## src/rtl/alu_issue_stage.sv

```systemverilog
`default_nettype none
// ============================================================================
// Module   : alu_issue_stage
// Purpose  : Issue stage for an external 8-bit add/sub ALU. Holds the register
//            file, forwards the in-flight result and retires one op per cycle.
// Revision : 1.0 - initial release
// ============================================================================
module alu_issue_stage #(
    parameter int DATA_WIDTH = 8,
    parameter int NUM_REGS   = 8,
    parameter int ADDR_WIDTH = 3,
    parameter int CNT_WIDTH  = 16
) (
    input  logic                  clock,
    input  logic                  reset_n,
    input  logic                  in_valid,
    output logic                  in_ready,
    input  logic [1:0]            in_op,
    input  logic [ADDR_WIDTH-1:0] in_rd,
    input  logic [ADDR_WIDTH-1:0] in_rs,
    input  logic [ADDR_WIDTH-1:0] in_rt,
    input  logic [DATA_WIDTH-1:0] in_imm,
    input  logic                  stall,
    output logic [DATA_WIDTH-1:0] alu_opA,
    output logic [DATA_WIDTH-1:0] alu_opB,
    output logic                  alu_ctrl,
    input  logic [DATA_WIDTH-1:0] alu_result,
    output logic                  wb_valid,
    output logic [ADDR_WIDTH-1:0] wb_reg,
    output logic [DATA_WIDTH-1:0] wb_data,
    output logic [CNT_WIDTH-1:0]  retired_count,
    input  logic [ADDR_WIDTH-1:0] dbg_addr,
    output logic [DATA_WIDTH-1:0] dbg_data
);

    localparam logic [1:0] OP_LDI = 2'b10;
    localparam logic [1:0] OP_NOP = 2'b11;

    logic [DATA_WIDTH-1:0] regfile_q [NUM_REGS];

    logic                  ex_valid_q, ex_valid_d;
    logic [ADDR_WIDTH-1:0] ex_rd_q,    ex_rd_d;
    logic [DATA_WIDTH-1:0] opa_q,      opa_d;
    logic [DATA_WIDTH-1:0] opb_q,      opb_d;
    logic                  ctrl_q,     ctrl_d;
    logic                  wb_valid_q;
    logic [ADDR_WIDTH-1:0] wb_reg_q;
    logic [DATA_WIDTH-1:0] wb_data_q;
    logic [CNT_WIDTH-1:0]  cnt_q;

    logic                  fire;
    logic                  issue;
    logic [DATA_WIDTH-1:0] src_rs;
    logic [DATA_WIDTH-1:0] src_rt;

    // r0 is hard zero and is never forwarded, even when it is the in-flight rd.
    function automatic logic [DATA_WIDTH-1:0] src_read(
        input logic [ADDR_WIDTH-1:0] r,
        input logic                  exv,
        input logic [ADDR_WIDTH-1:0] exrd,
        input logic [DATA_WIDTH-1:0] fwd,
        input logic [DATA_WIDTH-1:0] rf
    );
        if (r == '0)
            return '0;
        else if (exv && (exrd == r) && (exrd != '0))
            return fwd;
        else
            return rf;
    endfunction

    assign in_ready = ~stall;
    assign fire     = in_valid & in_ready;
    assign issue    = fire & (in_op != OP_NOP);

    assign src_rs = src_read(in_rs, ex_valid_q, ex_rd_q, alu_result, regfile_q[in_rs]);
    assign src_rt = src_read(in_rt, ex_valid_q, ex_rd_q, alu_result, regfile_q[in_rt]);

    always_comb begin
        ex_valid_d = issue;
        ex_rd_d    = ex_rd_q;
        opa_d      = opa_q;
        opb_d      = opb_q;
        ctrl_d     = ctrl_q;
        if (issue) begin
            ex_rd_d = in_rd;
            if (in_op == OP_LDI) begin
                opa_d  = in_imm;
                opb_d  = '0;
                ctrl_d = 1'b0;
            end else begin
                opa_d  = src_rs;
                opb_d  = src_rt;
                ctrl_d = in_op[0];
            end
        end
    end

    always_ff @(posedge clock or negedge reset_n) begin
        if (!reset_n) begin
            ex_valid_q <= 1'b0;
            ex_rd_q    <= '0;
            opa_q      <= '0;
            opb_q      <= '0;
            ctrl_q     <= 1'b0;
            wb_valid_q <= 1'b0;
            wb_reg_q   <= '0;
            wb_data_q  <= '0;
            cnt_q      <= '0;
        end else begin
            ex_valid_q <= ex_valid_d;
            ex_rd_q    <= ex_rd_d;
            opa_q      <= opa_d;
            opb_q      <= opb_d;
            ctrl_q     <= ctrl_d;
            wb_valid_q <= ex_valid_q;
            if (ex_valid_q) begin
                wb_reg_q  <= ex_rd_q;
                wb_data_q <= alu_result;
                cnt_q     <= cnt_q + CNT_WIDTH'(1);
            end
        end
    end

    always_ff @(posedge clock or negedge reset_n) begin
        if (!reset_n) begin
            for (int i = 0; i < NUM_REGS; i++)
                regfile_q[i] <= '0;
        end else if (ex_valid_q && (ex_rd_q != '0)) begin
            regfile_q[ex_rd_q] <= alu_result;
        end
    end

    assign alu_opA       = opa_q;
    assign alu_opB       = opb_q;
    assign alu_ctrl      = ctrl_q;
    assign wb_valid      = wb_valid_q;
    assign wb_reg        = wb_reg_q;
    assign wb_data       = wb_data_q;
    assign retired_count = cnt_q;
    assign dbg_data      = regfile_q[dbg_addr];

endmodule
`default_nettype wire

```

## config.mk

```make
export PLATFORM = sky130hd
export DESIGN_NAME = alu_issue_stage
export DESIGN_NICKNAME = d
export VERILOG_FILES = /design/src/rtl/alu_issue_stage.sv
export SDC_FILE = /design/constraint.sdc
export NUM_CORES = 1
export LEC_CHECK = 0
export ABC_AREA = 1
export CORE_AREA = 4 4 108 110
export CTS_CLUSTER_SIZE = 25
export DETAILED_ROUTE_END_ITERATION = 10
export DIE_AREA = 0 0 112 114
export GPL_TIMING_DRIVEN = 0
export PLACE_DENSITY = 0.95
export RECOVER_POWER = 100
export SYNTH_ARGS = -nofsm -noshare
export SYNTH_HDL_FRONTEND = slang
export SYNTH_SLANG_ARGS = --single-unit
```

## constraint.sdc

```tcl
create_clock -name clock -period 3 [get_ports clock]
set_input_delay 0.6 -clock clock [delete_from_list [all_inputs] [get_ports clock]]
set_output_delay 0.6 -clock clock [all_outputs]
set_load 0.02 [all_outputs]
```

### Word level (Yosys, flattened, before mapping)

Cells that the tools add are included.

* register bits: 113
* bits of input ports: 34
* output and inout port bits: 54
* logic and storage cells: 62

* add/sub/neg operators: 1
* magnitude comparators: 5
* equality and inequality tests: 4
* muxes and demuxes: 19
* bitwise logic cells: 7
* reductions and logical operators: 9

Operators with widths (count)
* 8-bit 2-to-1 mux: 13
* 8-bit binary-select mux with 3-bit select: 3
* 64-bit bitwise mux: 1
* 8-bit demux with 3-bit select: 1
* 16-bit by 1-bit adder with 16-bit output (second input constant): 1
* 4-bit >= comparator (second input constant): 4
* 3-bit NOT with 4-bit output: 4
* 3-bit equality test: 2
* 1-bit logical AND: 6
* 3-bit zero test: 2
* 4-bit by 1-bit < comparator with 1-bit output (second input constant): 1
* 3-bit nonzero test: 1
* 1-bit bitwise AND: 2
* 2-bit equality test (second input constant): 1
* 2-bit != test (second input constant): 1
* 1-bit 2-to-1 mux: 1
* 1-bit NOT: 1

### Logic depth before layout (Yosys ltp)

Gate-level depths: netlist of run 1.

* depth after elaboration: 7
* mapped depth: 10
* gate-level depth less buffers: 9

### Least setup slack after synthesis of run 1

No wires, ideal clock.

* path type: input -> output
* from: in dbg_addr[1]
* to: out dbg_data[2]
* arrival: 1.629 ns
* required time: 2.400 ns
* setup slack: 0.771 ns
* stages: 6
* buffers on the path: 1
* path through: inv_1 clkbuf_1 o21ai_0 o21ai_0 nor2_1 a31oi_1

* longest elaborated chain between the ends: 4

Ends and longest elaborated chain
* start: declaration: RTL line 32 `input logic [ADDR_WIDTH-1:0] dbg_addr,`
* 3-bit NOT with 4-bit output (not written as such): RTL line 141 `assign dbg_data = regfile_q[dbg_addr];`
* 8-bit binary-select mux with 3-bit select: RTL line 141
* 8-bit 2-to-1 mux (not written as such) (2 in series): RTL line 141
* end: declaration: RTL line 33 `output logic [DATA_WIDTH-1:0] dbg_data`

No other way between the ends. The select of a mux whose other input is x is not followed.

### Worst setup path after layout of run 1

* from: in dbg_addr[0]
* to: out dbg_data[1]

Same word-level chain as after synthesis.

==> results of run 1 <==
==> cell families (layout without fill, tap and decap cells) <==
kind of cell | after synthesis | in the layout
buffers and inverters | 107 | 222
adder cells (fa/ha/maj) | 1 | 1
XOR/XNOR | 19 | 19
flip-flops | 113 | 113
AND/OR/NAND/NOR | 411 | 411
AO/OA/AOI/OAI | 185 | 185
==> where the power goes <==
| part | switching [mW] | internal [mW] | leakage (nW) |
|---|---|---|---|
| registers | 0.583 | 2.01 | 1.37 |
| clock network | 0.771 | 1.21 | 0.283 |
| logic | 1.08 | 0.685 | 2.04 |
| total | 2.43 | 3.91 | 3.70 |
==> cells in the mapped netlist <==
cell        n
a21oi_1    49
xor2_1     11
ha_1        1
a311oi_4    1
buf_6       3
nor3_1      2
o21ai_4     1
nand2_1   219
nor2_1     56
o211ai_1    1
buf_2      17
xnor2_2     1
nor2_4      1
a21oi_2     8
buf_4       4
nand3_4     2
dfrtp_1   113
nand3_1   116
nor2_2      2
inv_1      39
clkinv_2    8
clkbuf_1   27
clkinv_4    1
nand4_1    11
inv_4       1
o21ai_0   116
xnor2_1     7
inv_2       4
a31oi_1     8
buf_1       2
clkinv_1    1
nand3_2     1
nor3_4      1
a31oi_4     1
==> worst register-to-register path, cell delays in order (launching register included) <==
cell,delay (ns)
dfrtp_1,0.34
clkbuf_1,0.40
inv_1,0.26
o21ai_1,0.62
nand3_1,0.59
clkinv_4,0.23
nand2_1,0.08
nand3_1,0.12
nand2_1,0.06
==> final cells by class <==
type | instances | share of cell area [%]
Multi-Input combinational cell | 616 | 37.43
Sequential cell | 113 | 36.34
Timing Repair Buffer | 83 | 10.37
Clock buffer | 18 | 5.499
Buffer | 53 | 3.216
Inverter | 54 | 2.862
Tap cell | 140 | 2.251
Clock inverter | 14 | 2.026
==> path summary, 6_finish.rpt <==
kind / end / slack [ns] / cells after the start
max: dbg_data[1] / -0.03 / 8
min: wb_valid$_DFF_PN0_ / 0.38 / 0
max reg2reg: alu_opB[7]$_DFFE_PN0P_ / 0.21 / 8
min reg2reg: wb_valid$_DFF_PN0_ / 0.38 / 0
max in group asynchronous: regfile_q[29]$_DFFE_PN0P_ / 0.84 / 1
min in group asynchronous: retired_count[9]$_DFFE_PN0P_ / 0.77 / 1
==> through the flow <==
step           setup TNS (ns)  setup slack (ns)  hold WS [ns]  util (%)
4_1_cts                     0          0.005374       0.05921     73.91
3_5_place_dp           -3.814           -0.6000        0.3652     68.30
6_report             -0.02944          -0.02944        0.3787     72.74
2_1_floorplan               0            0.7714        0.3044         -
5_1_grt              -0.05783          -0.05783        0.3827     72.74
3_3_place_gp          -326.00            -2.857        0.3621     68.07
==> what timing repair did <==
action,4_1_cts,5_1_grt
setup endpoints to repair,8,8
pin swaps,0,2
gates resized for setup,28,27
gates cloned,0,0
==> cells in the final DEF (no fill, tap or decap), types with 8 or more instances in the layout <==
cell             instances
o21ai_0                111
a31oi_1                  8
nand2_1                219
a21oi_1                 53
buf_2                   13
clkinv_2                10
nand3_1                119
dfrtp_1                113
clkdlybuf4s50_1         26
clkbuf_1                30
clkbuf_16               16
nand4_1                 11
inv_1                   40
nor2_1                  56
xor2_1                  11
dlygate4sd3_1           47
==> metal layers <==
layer | GRT usage, % | wire (um) | vias up
li1 | - | - | 2989
met1 | 48.35 | 8836 | 3172
met2 | 58.99 | 10640 | 520
met3 | 8.276 | 2525 | 115
met4 | 20.75 | 1276 | 0
met5 | 0 | 0 | -
==> implementation parameters, run 1 <==
Parameter                              Value

Yosys
  Proportion of synthesized chip area in sequential cells    44.98%
  Post-Syn Area    6286 um^2
  Dominant combinational cell family by area after synthesis    simple AND/OR/NAND/NOR gates
  Flops & latches, synth    ~110
  Fraction of synthesized area in multiplexers    0%
  Post-synthesis instance total    836
  Count of different cell masters after synthesis    34
  Xor and xnor fraction of the mapped netlist area    under 10%
  Fraction of the mapped netlist area in simple logic gates    28.26%
  Number of nets in the synthesized netlist    871
  Top cells by area, synth    dfrtp_1, nand2_1, nand3_1
  Cell type with the highest aggregate area in the netlist    dfrtp_1
  Yosys warns    0
  Area share of the largest cell type after synthesis    44.98%
  Synth Area in Adders    0.1990%
  Syn Area/Cell    7.519 um^2
  Compound-Gate Fraction of Synth Area    between 15 and 20%

Setup path
  Data required time at the worst endpoint    roughly 2.4 ns
  Library cell contributing the largest single delay on the critical path    clkdlybuf4s50_1
  CP Capture Type    output port
  Crit path launch    dbg_addr[0]
  Critical Path Max Stage Delay    approximately 0.53 ns
  CP Max Fanout    10
  Worst Path Class, Setup    in2out
  Buf+Inv Stages, Crit Path    4
  Worst-path cell chain    clkdlybuf4s50_1 > buf_4 > buf_4 > nor2_1 > nor2_1 > o21ai_0 > a31oi_1 > clkdlybuf4s15_2
  Origin of the critical flop-to-flop path    ex_valid_q$_DFF_PN0_
  Data arrival, critical path    2.43 ns
  Cell family with most CP delay    buffers and inverters
  Startpoint kind of the worst setup timing path    input pin

Final layout
  Final-stage net count    about 1000
  Number of fillers in the final layout    845
  Number of antenna cells inserted    0
  Register containing the most flip-flops in the final layout    regfile_q
  Register cell area after layout    2828 um^2
  Flip-flop count of the largest register, all copies and words added    64
  Final standard cell count with taps included and fillers excluded    1091
  Layout Area Growth over Synthesis    23.79%
  Design Area, Final    7781 um^2
  Multi-input logic area    2913 um^2
  Share of final-layout standard cells stronger than drive strength 1    9.043%

Global routing
  Total grt overflow    0
  Overall routing resource usage    37.44%
  Initial antenna violation count    0
  Via count of the first global-routing pass    6583
  Global-route wire length before repair    36480 um
  Largest net degree at the start of global routing    72

Min path
  Hold crit path type    reg2reg
  Hold Path Origin    ex_valid_q$_DFF_PN0_

Die
  Die outline area    12770 um^2
  Area of the core    around 11000 um^2
  Height of the chip    114 um
  Cell row count    38
  Die boundary width    about 110 um
  Initial core utilization    between 50% and 60%
  I/O pin count    between 80 and 90

Power
  Standby leakage power    3.701 nW
  PnR Total Power    6.342 mW
  Largest vdd supply drop    just over 0.5 mV
  Power density cells    a little over 800 nW/um^2

Placement
  HPWL reported at the end of detailed placement    15920 um
  Inst Count DP    1059
  Standard cell area after detailed placement    roughly 7300 um^2
  Port Buf Inserts    82
  Placer congestion estimate    1.063

STA
  Timing-limited maximum frequency    between 300 and 400 MHz
  Clock period minus worst slack    about 3 ns
  Final number of setup-violating endpoints    1
  Final Max Tran Viols    43
  Slack of the critical path    -0.02944 ns
  Ratio of final minimum period to clock period    101.0%
  Unrepaired setup endpoints after global routing    yes
  Transition time at the pin with the least slew margin    ~2.4 ns
  Slew headroom    -59.98%
  Clock skew after layout    about 0.0067 ns
  Count of final hold-check violations    0

Route
  Number of remaining DRC errors    0
  Routed wire length    23280 um
  Vias post-DR    6796
  Pre-antenna DRT Iters    6
  Per-cell routed wire length    about 21 um
  Via count normalized by instance count    ~6.2
  Remaining antenna violation count after routing    0
  Starting DRT DRC Count    889

Clock tree
  Quantity of hold-fixing buffers added after cts    0
  Clock buffers created by TritonCTS    17
  Number of buffers inserted by post-CTS setup repair    0
  Root buffer cell    clkbuf_8
  Clock tree from TritonCTS    yes
  H-Tree Level Count    4
  Clock latency of the later-clocked register in the worst-skew pair    0.55 ns
  Number of sinks driven by the clock tree    113
  Buffer levels on the longest clock path    2
  Clock input transition at the sequential cells of the worst setup and hold paths    0.06 ns

Run status
  Outcome    finished with violations
  Failing checks    capacitance limit, slew limit, setup timing

Flow run
  Reported max-cap violation count    1
Power figures use the tool's default switching activity.
==> run 2: changes to the inputs <==
CORE_AREA = 4 4 150 94   (was 4 4 108 110)
DIE_AREA = 0 0 154 98   (was 0 0 112 114)
PLACE_DENSITY = 0.87   (was 0.95)
clock period = 2.5 ns   (was 3 ns; I/O delays follow)
==> run 2 against run 1 <==
  * The run now ends clean
  * Routed wire length is 2.6% lower
  * Sequential share of layout area is 0.093 points lower
  * Core utilization is 11 points lower
  * Non-clock buffer count is 1 higher
  * Final area is 0.26% higher
  * Global-route usage is 7.4 points lower
  * Sequential power is 27% higher
  * Clock skew is 0.0040 ns higher
  * Worst setup slack better by 0.15 ns
  * Register-to-register slack hardly changed
  * Clock-buffer cell count is 2 higher
  * Critical path type unchanged
  * Critical endpoint is now dbg_data[0]
  * Largest power group unchanged
  * Highest routed layer unchanged
==> implementation parameters, run 2 (synthesis results as in run 1) <==
Parameter                              Value

Run status
  Outcome    finished clean

Route
  Number of remaining DRC errors    0 (unchanged)
  Pre-antenna DRT Iters    6 (unchanged)
  Vias post-DR    6506 (-4.3%)
  Via count normalized by instance count    5.799 (-6.9%)
  Remaining antenna violation count after routing    0 (unchanged)
  Routed wire length    22670 um (-2.6%)
  Starting DRT DRC Count    1086 (+22%)
  Per-cell routed wire length    20.20 um (-5.3%)

STA
  Slew headroom    33.89% (+94 points)
  Transition time at the pin with the least slew margin    0.9916 ns (-1.408 ns)
  Final Max Tran Viols    0 (-100%)
  Final number of setup-violating endpoints    0 (-1)
  Count of final hold-check violations    0 (unchanged)
  Ratio of final minimum period to clock period    between 90 and 100%
  Worst hold slack across all endpoints    0.2201 ns (-0.1586 ns)
  Timing-limited maximum frequency    419.5 MHz
  Clock skew after layout    0.01069 ns (+0.003976 ns)
  Clock period minus worst slack    between 2 and 2.5 ns
  Unrepaired setup endpoints after global routing    no

Setup path
  Crit path launch    dbg_addr[0]
  Data arrival, critical path    1.88 ns (-0.55 ns)
  FF-to-FF path depth    7 (-1)
  Origin of the critical flop-to-flop path    ex_valid_q$_DFF_PN0_
  Worst Path Class, Setup    in2out
  CP Capture Type    output port
  Data required time at the worst endpoint    2.00 ns (-0.40 ns)
  Startpoint kind of the worst setup timing path    input pin
  End of the worst register-to-register path    alu_opA[0]$_DFFE_PN0P_
  Endpoint of the most critical setup path    dbg_data[0]
  CP Max Fanout    10 (unchanged)
  Worst-case register-to-register setup slack    0.22 ns (about the same)

Die
  Area of the core    12690 um^2 (+19%)
  Height of the chip    98 um (-14%)
  Cell row count    32 (-16%)
  Die outline area    15090 um^2 (+18%)
  Die boundary width    154 um (+38%)
  I/O pin count    88 (unchanged)
  Initial core utilization    49.53% (-9.2 points)

Power
  Power density cells    973.0 nW/um^2 (+19%)
  Largest vdd supply drop    0.6440 mV (+27%)
  Standby leakage power    3.691 nW (-0.27%)

Flow run
  Reported max-cap violation count    0 (-1)

Clock tree
  Root buffer cell    clkbuf_16
  Quantity of hold-fixing buffers added after cts    0 (unchanged)
  Clock buffers created by TritonCTS    17 (unchanged)
  Clock input transition at the sequential cells of the worst setup and hold paths    0.06 ns (about the same)
  Number of sinks driven by the clock tree    113 (unchanged)
  Clock latency of the later-clocked register in the worst-skew pair    0.42 ns (-0.13 ns)
  Buffer levels on the longest clock path    2 (unchanged)
  H-Tree Level Count    4 (unchanged)
  Clock tree from TritonCTS    yes

Final layout
  Number of antenna cells inserted    0 (unchanged)
  Util after Layout    61.46% (-11 points)
  Layout Area Growth over Synthesis    24.10%
  Leading cell types in the layout, fill and taps excluded    nand2_1, nand3_1, dfrtp_1, o21ai_0, nor2_1
  Register containing the most flip-flops in the final layout    regfile_q
  Flip-flop count of the largest register, all copies and words added    64 (unchanged)
  Design Area, Final    7801 um^2 (+0.26%)
  Leading cell type in the layout, fill and taps excluded    nand2_1
  Number of fillers in the final layout    1175 (+39%)
  Final-stage net count    974 (+0.10%)
  Share of final-layout standard cells stronger than drive strength 1    9.874% (+0.83 points)

Global routing
  Overall routing resource usage    30.04% (-7.4 points)
  Global-route wire length before repair    34930 um (-4.3%)
  Total grt overflow    0 (unchanged)
  Via count of the first global-routing pass    5976 (-9.2%)
  Largest net degree at the start of global routing    75 (+4.2%)
  Initial antenna violation count    0 (unchanged)

Placement
  Standard cell area after detailed placement    7345 um^2 (+0.51%)
  HPWL reported at the end of detailed placement    16370 um (+2.9%)
  Port Buf Inserts    82 (unchanged)
  Placer congestion estimate    1.024 (-3.7%)

Min path
  Hold crit path type    in2async
## run 2: what timing repair did
action | in CTS | in global routing
endpoints found under the hold margin | 0 | 0
cloned | 0 | 0
gates resized for setup | 68 | 7
setup buffers | 1 | 0
pin swaps | 3 | 0
endpoints found under the setup margin | 8 | 8
## run 2: where the power goes
part           internal, mW  leakage [nW]  switching [mW]
clock network          1.26         0.246           0.902
logic                 0.831          2.07            1.31
registers              2.41          1.37           0.869
total                  4.50          3.69            3.09
## run 2: metrics by stage
step | total power, mW | std cells | setup slack (ns) | setup TNS (ns)
finish | 7.590 | 1122 | 0.1163 | 0
global route | 7.939 | 1122 | 0.06090 | 0
CTS | 7.534 | 1122 | 0.004438 | 0
detailed placement | 5.358 | 1089 | -0.7670 | -5.478
global placement | 5.311 | 1088 | -3.251 | -371.31
floorplan | 4.239 | 836 | 0.4714 | 0
## run 2: worst max-delay path: stages
cell and delay [ns]:
dlygate4sd2_1 0.27, inv_2 0.10, clkbuf_2 0.22, o21ai_0 0.09, o21ai_0 0.20, nor2_1 0.09
a31oi_1 0.21, buf_4 0.19
## run 2: how the worst min path moves through the flow
stage                              start                endpoint  slack (ns)  cells past startpoint
floorplan                        reset_n    alu_ctrl$_DFFE_PN0P_        0.20                      0
global placement    ex_valid_q$_DFF_PN0_      wb_valid$_DFF_PN0_        0.36                      0
detailed placement  ex_valid_q$_DFF_PN0_      wb_valid$_DFF_PN0_        0.37                      0
CTS                              reset_n    alu_ctrl$_DFFE_PN0P_        0.07                      1
global route                     reset_n  alu_opA[0]$_DFFE_PN0P_        0.31                      1
finish                           reset_n  alu_opA[0]$_DFFE_PN0P_        0.22                      1
## run 2: cell type report
cell class / instances / area, um^2 / area share, %
Clock buffer: 20 / 436.7 / 5.597
Inverter: 54 / 220.2 / 2.823
Sequential cell: 113 / 2828 / 36.25
Multi-Input combinational cell: 616 / 2950 / 37.82
Timing Repair Buffer: 84 / 804.5 / 10.31
Tap cell: 170 / 212.7 / 2.727
Buffer: 53 / 260.3 / 3.336
Clock inverter: 12 / 88.84 / 1.139
## run 2: layer usage
metal | vias up | part of all wire [%] | track usage, %
met3 | 46 | 14 | 10.98
met1 | 3052 | 45 | 46.43
met2 | 420 | 39 | 39.78
li1 | 2988 | - | -
met5 | - | 0 | 0
met4 | 0 | 1.6 | 6.784
==> run 3: changes to the inputs <==
CORE_AREA = 4 4 192 120   (was 4 4 150 94)
DIE_AREA = 0 0 196 124   (was 0 0 154 98)
PLACE_DENSITY = 0.61   (was 0.87)
==> run 3 against run 2 <==
  * Combinational power about the same
  * Final area rose by 3.6%
  * Clock-buffer cell count up 1
  * Fmax shrank 1.3%
  * Clock power is 19% higher
  * Critical endpoint is now dbg_data[7]
==> implementation parameters, run 3 (synthesis results as in run 1) <==
Parameter                              Value

Min path
  Hold crit path type    reg2reg

Final layout
  Leading cell type in the layout, fill and taps excluded    nand2_1
  Layout Area Growth over Synthesis    28.54%
  Leading cell types in the layout, fill and taps excluded    nand2_1, nand3_1, dfrtp_1, o21ai_0, nor2_1
  Register containing the most flip-flops in the final layout    regfile_q
  Design Area, Final    8080 um^2 (+3.6%)
  Flip-flop count of the largest register, all copies and words added    64 (unchanged)
  Share of final-layout standard cells stronger than drive strength 1    10.28% (+0.41 points)
  Final standard cell count with taps included and fillers excluded    1240 (+11%)
  Util after Layout    37.69% (-24 points)
  Final-stage net count    975 (+0.10%)

Setup path
  Library cell contributing the largest single delay on the critical path    a31oi_2
  CP Max Fanout    10 (unchanged)
  Worst Path Class, Setup    in2out
  Data required time at the worst endpoint    2.00 ns (about the same)
  Startpoint kind of the worst setup timing path    input pin
  Critical Path Max Stage Delay    0.30 ns (+0.03 ns)
  Data arrival, critical path    1.92 ns (+0.04 ns)
  CP Capture Type    output port
  Worst-path cell chain    dlygate4sd2_1 > buf_6 > buf_6 > nor2_1 > nor2_1 > o21ai_1 > a31oi_2 > buf_2

Route
  Via count normalized by instance count    5.128 (-12%)
  Pre-antenna DRT Iters    5 (-1)
  Remaining antenna violation count after routing    0 (unchanged)
  Vias post-DR    6359 (-2.3%)
  Routed wire length    25080 um (+11%)
  Per-cell routed wire length    20.22 um (+0.10%)
  Starting DRT DRC Count    773 (-29%)
  Number of remaining DRC errors    0 (unchanged)

Clock tree
  Buffer levels on the longest clock path    2 (unchanged)
  Clock buffers created by TritonCTS    17 (unchanged)
  Number of sinks driven by the clock tree    113 (unchanged)
  Clock latency of the later-clocked register in the worst-skew pair    0.42 ns (about the same)
  Clock tree from TritonCTS    yes
  Root buffer cell    clkbuf_16
  H-Tree Level Count    4 (unchanged)
  Clock input transition at the sequential cells of the worst setup and hold paths    0.06 ns (about the same)

STA
  Worst hold slack across all endpoints    0.3765 ns (+0.1564 ns)
  Ratio of final minimum period to clock period    96.62% (+1.3 points)
  Final Max Tran Viols    0 (unchanged)
  Count of final hold-check violations    0 (unchanged)
  Timing-limited maximum frequency    414.0 MHz (-1.3%)
  Final number of setup-violating endpoints    0 (unchanged)
  Unrepaired setup endpoints after global routing    no
  Setup TNS Final    0 ns (unchanged)
  Clock period minus worst slack    2.416 ns (+0.03189 ns)
  Slew headroom    39.84% (+5.9 points)
  Slack of the critical path    0.08444 ns (-0.03189 ns)
  Clock skew after layout    0.008914 ns (-0.001772 ns)
  Transition time at the pin with the least slew margin    0.9023 ns (-0.08924 ns)

Placement
  Placer congestion estimate    1.003 (-2.1%)
  HPWL reported at the end of detailed placement    18620 um (+14%)
  Inst Count DP    1205 (+11%)
  Pre-CTS setup slack    -0.9007 ns (-0.1338 ns)
  Standard cell area after detailed placement    7493 um^2 (+2.0%)
  Port Buf Inserts    82 (unchanged)

Die
  Cell row count    42 (+31%)
  Initial core utilization    29.32% (-20 points)
  Die boundary width    196 um (+27%)
  Height of the chip    124 um (+27%)
  Die outline area    24300 um^2 (+61%)
  Area of the core    21440 um^2 (+69%)
  I/O pin count    88 (unchanged)

Power
  PnR Total Power    8.030 mW (+5.8%)
  Power density cells    993.8 nW/um^2 (+2.1%)
  Standby leakage power    3.733 nW (+1.1%)
  Largest vdd supply drop    0.5310 mV (-18%)

Global routing
  Largest net degree at the start of global routing    79 (+5.3%)
  Global-route wire length before repair    37460 um (+7.3%)
  Overall routing resource usage    20.80% (-9.2 points)
  Total grt overflow    0 (unchanged)
  Initial antenna violation count    0 (unchanged)
  Via count of the first global-routing pass    5757 (-3.7%)

Flow run
  Reported max-cap violation count    0 (unchanged)

Run status
  Outcome    finished clean
==> run 3: changes by cell type in the layout (fill, tap and decap cells not counted), moves of 3 or more <==
cell / previous run / this run
buf_2: 12 / 17
buf_4: 9 / 6
clkbuf_8: 0 / 4
clkinv_2: 11 / 8
clkbuf_2: 8 / 4
clkinv_4: 5 / 2
bufinv_16: 0 / 3
clkbuf_1: 29 / 26
==> run 3: per-layer routing <==
layer  share of wire [%]  track usage, %  wire, um
met1                  50           33.48     12540
met4                0.66           4.577       165
met5                   0               0         0
met2                  36           25.19      9138
met3                  13           7.732      3231
==> run 3: cell type report <==
cell class / instances / area (um^2)
Tap cell: 286 / 357.8
Fill cell: 2287 / 13360
Timing Repair Buffer: 85 / 813.3
Multi-Input combinational cell: 616 / 2963
Clock buffer: 21 / 480.5
Buffer: 53 / 262.8
Inverter: 54 / 220.2
Sequential cell: 113 / 2828
Clock inverter: 11 / 152.6
Antenna cell: 1 / 2.502
==> run 3: worst paths after layout <==
kind | startpoint | endpoint | slack [ns] | cells past startpoint
setup / recovery | dbg_addr[0] | dbg_data[7] | 0.08 | 8
hold / removal | ex_valid_q$_DFF_PN0_ | wb_valid$_DFF_PN0_ | 0.38 | 0
setup reg to reg | ex_valid_q$_DFF_PN0_ | alu_opA[3]$_DFFE_PN0P_ | 0.25 | 7
hold reg to reg | ex_valid_q$_DFF_PN0_ | wb_valid$_DFF_PN0_ | 0.38 | 0
max in group asynchronous | reset_n | regfile_q[32]$_DFFE_PN0P_ | 0.53 | 3
min in group asynchronous | reset_n | ex_valid_q$_DFF_PN0_ | 0.74 | 2
==> run 3: report_power, final <==
group	total, mW	leakage [nW]	switching, mW	internal, mW
Combinational	2.16	2.07	1.33	0.832
Sequential	3.27	1.37	0.864	2.41
Clock	2.59	0.290	0.918	1.68
Total	8.03	3.73	3.11	4.92
==> run 3: worst max-delay path: cells and delay by family <==
kind | cells | cell delay (ns)
buffers and inverters | 4 | 0.83
AOI/OAI and AO/OA | 2 | 0.45
and+or+nand+nor | 2 | 0.12
==> run 3: what timing repair did <==
item | 4_1_cts | 5_1_grt
gates resized for setup | 72 | 3
hold buffers | 1 | 0
endpoints found under the setup margin | 8 | 3
setup buffers | 1 | 0
hold endpoints to repair | 35 | 0
pin swaps | 5 | 0
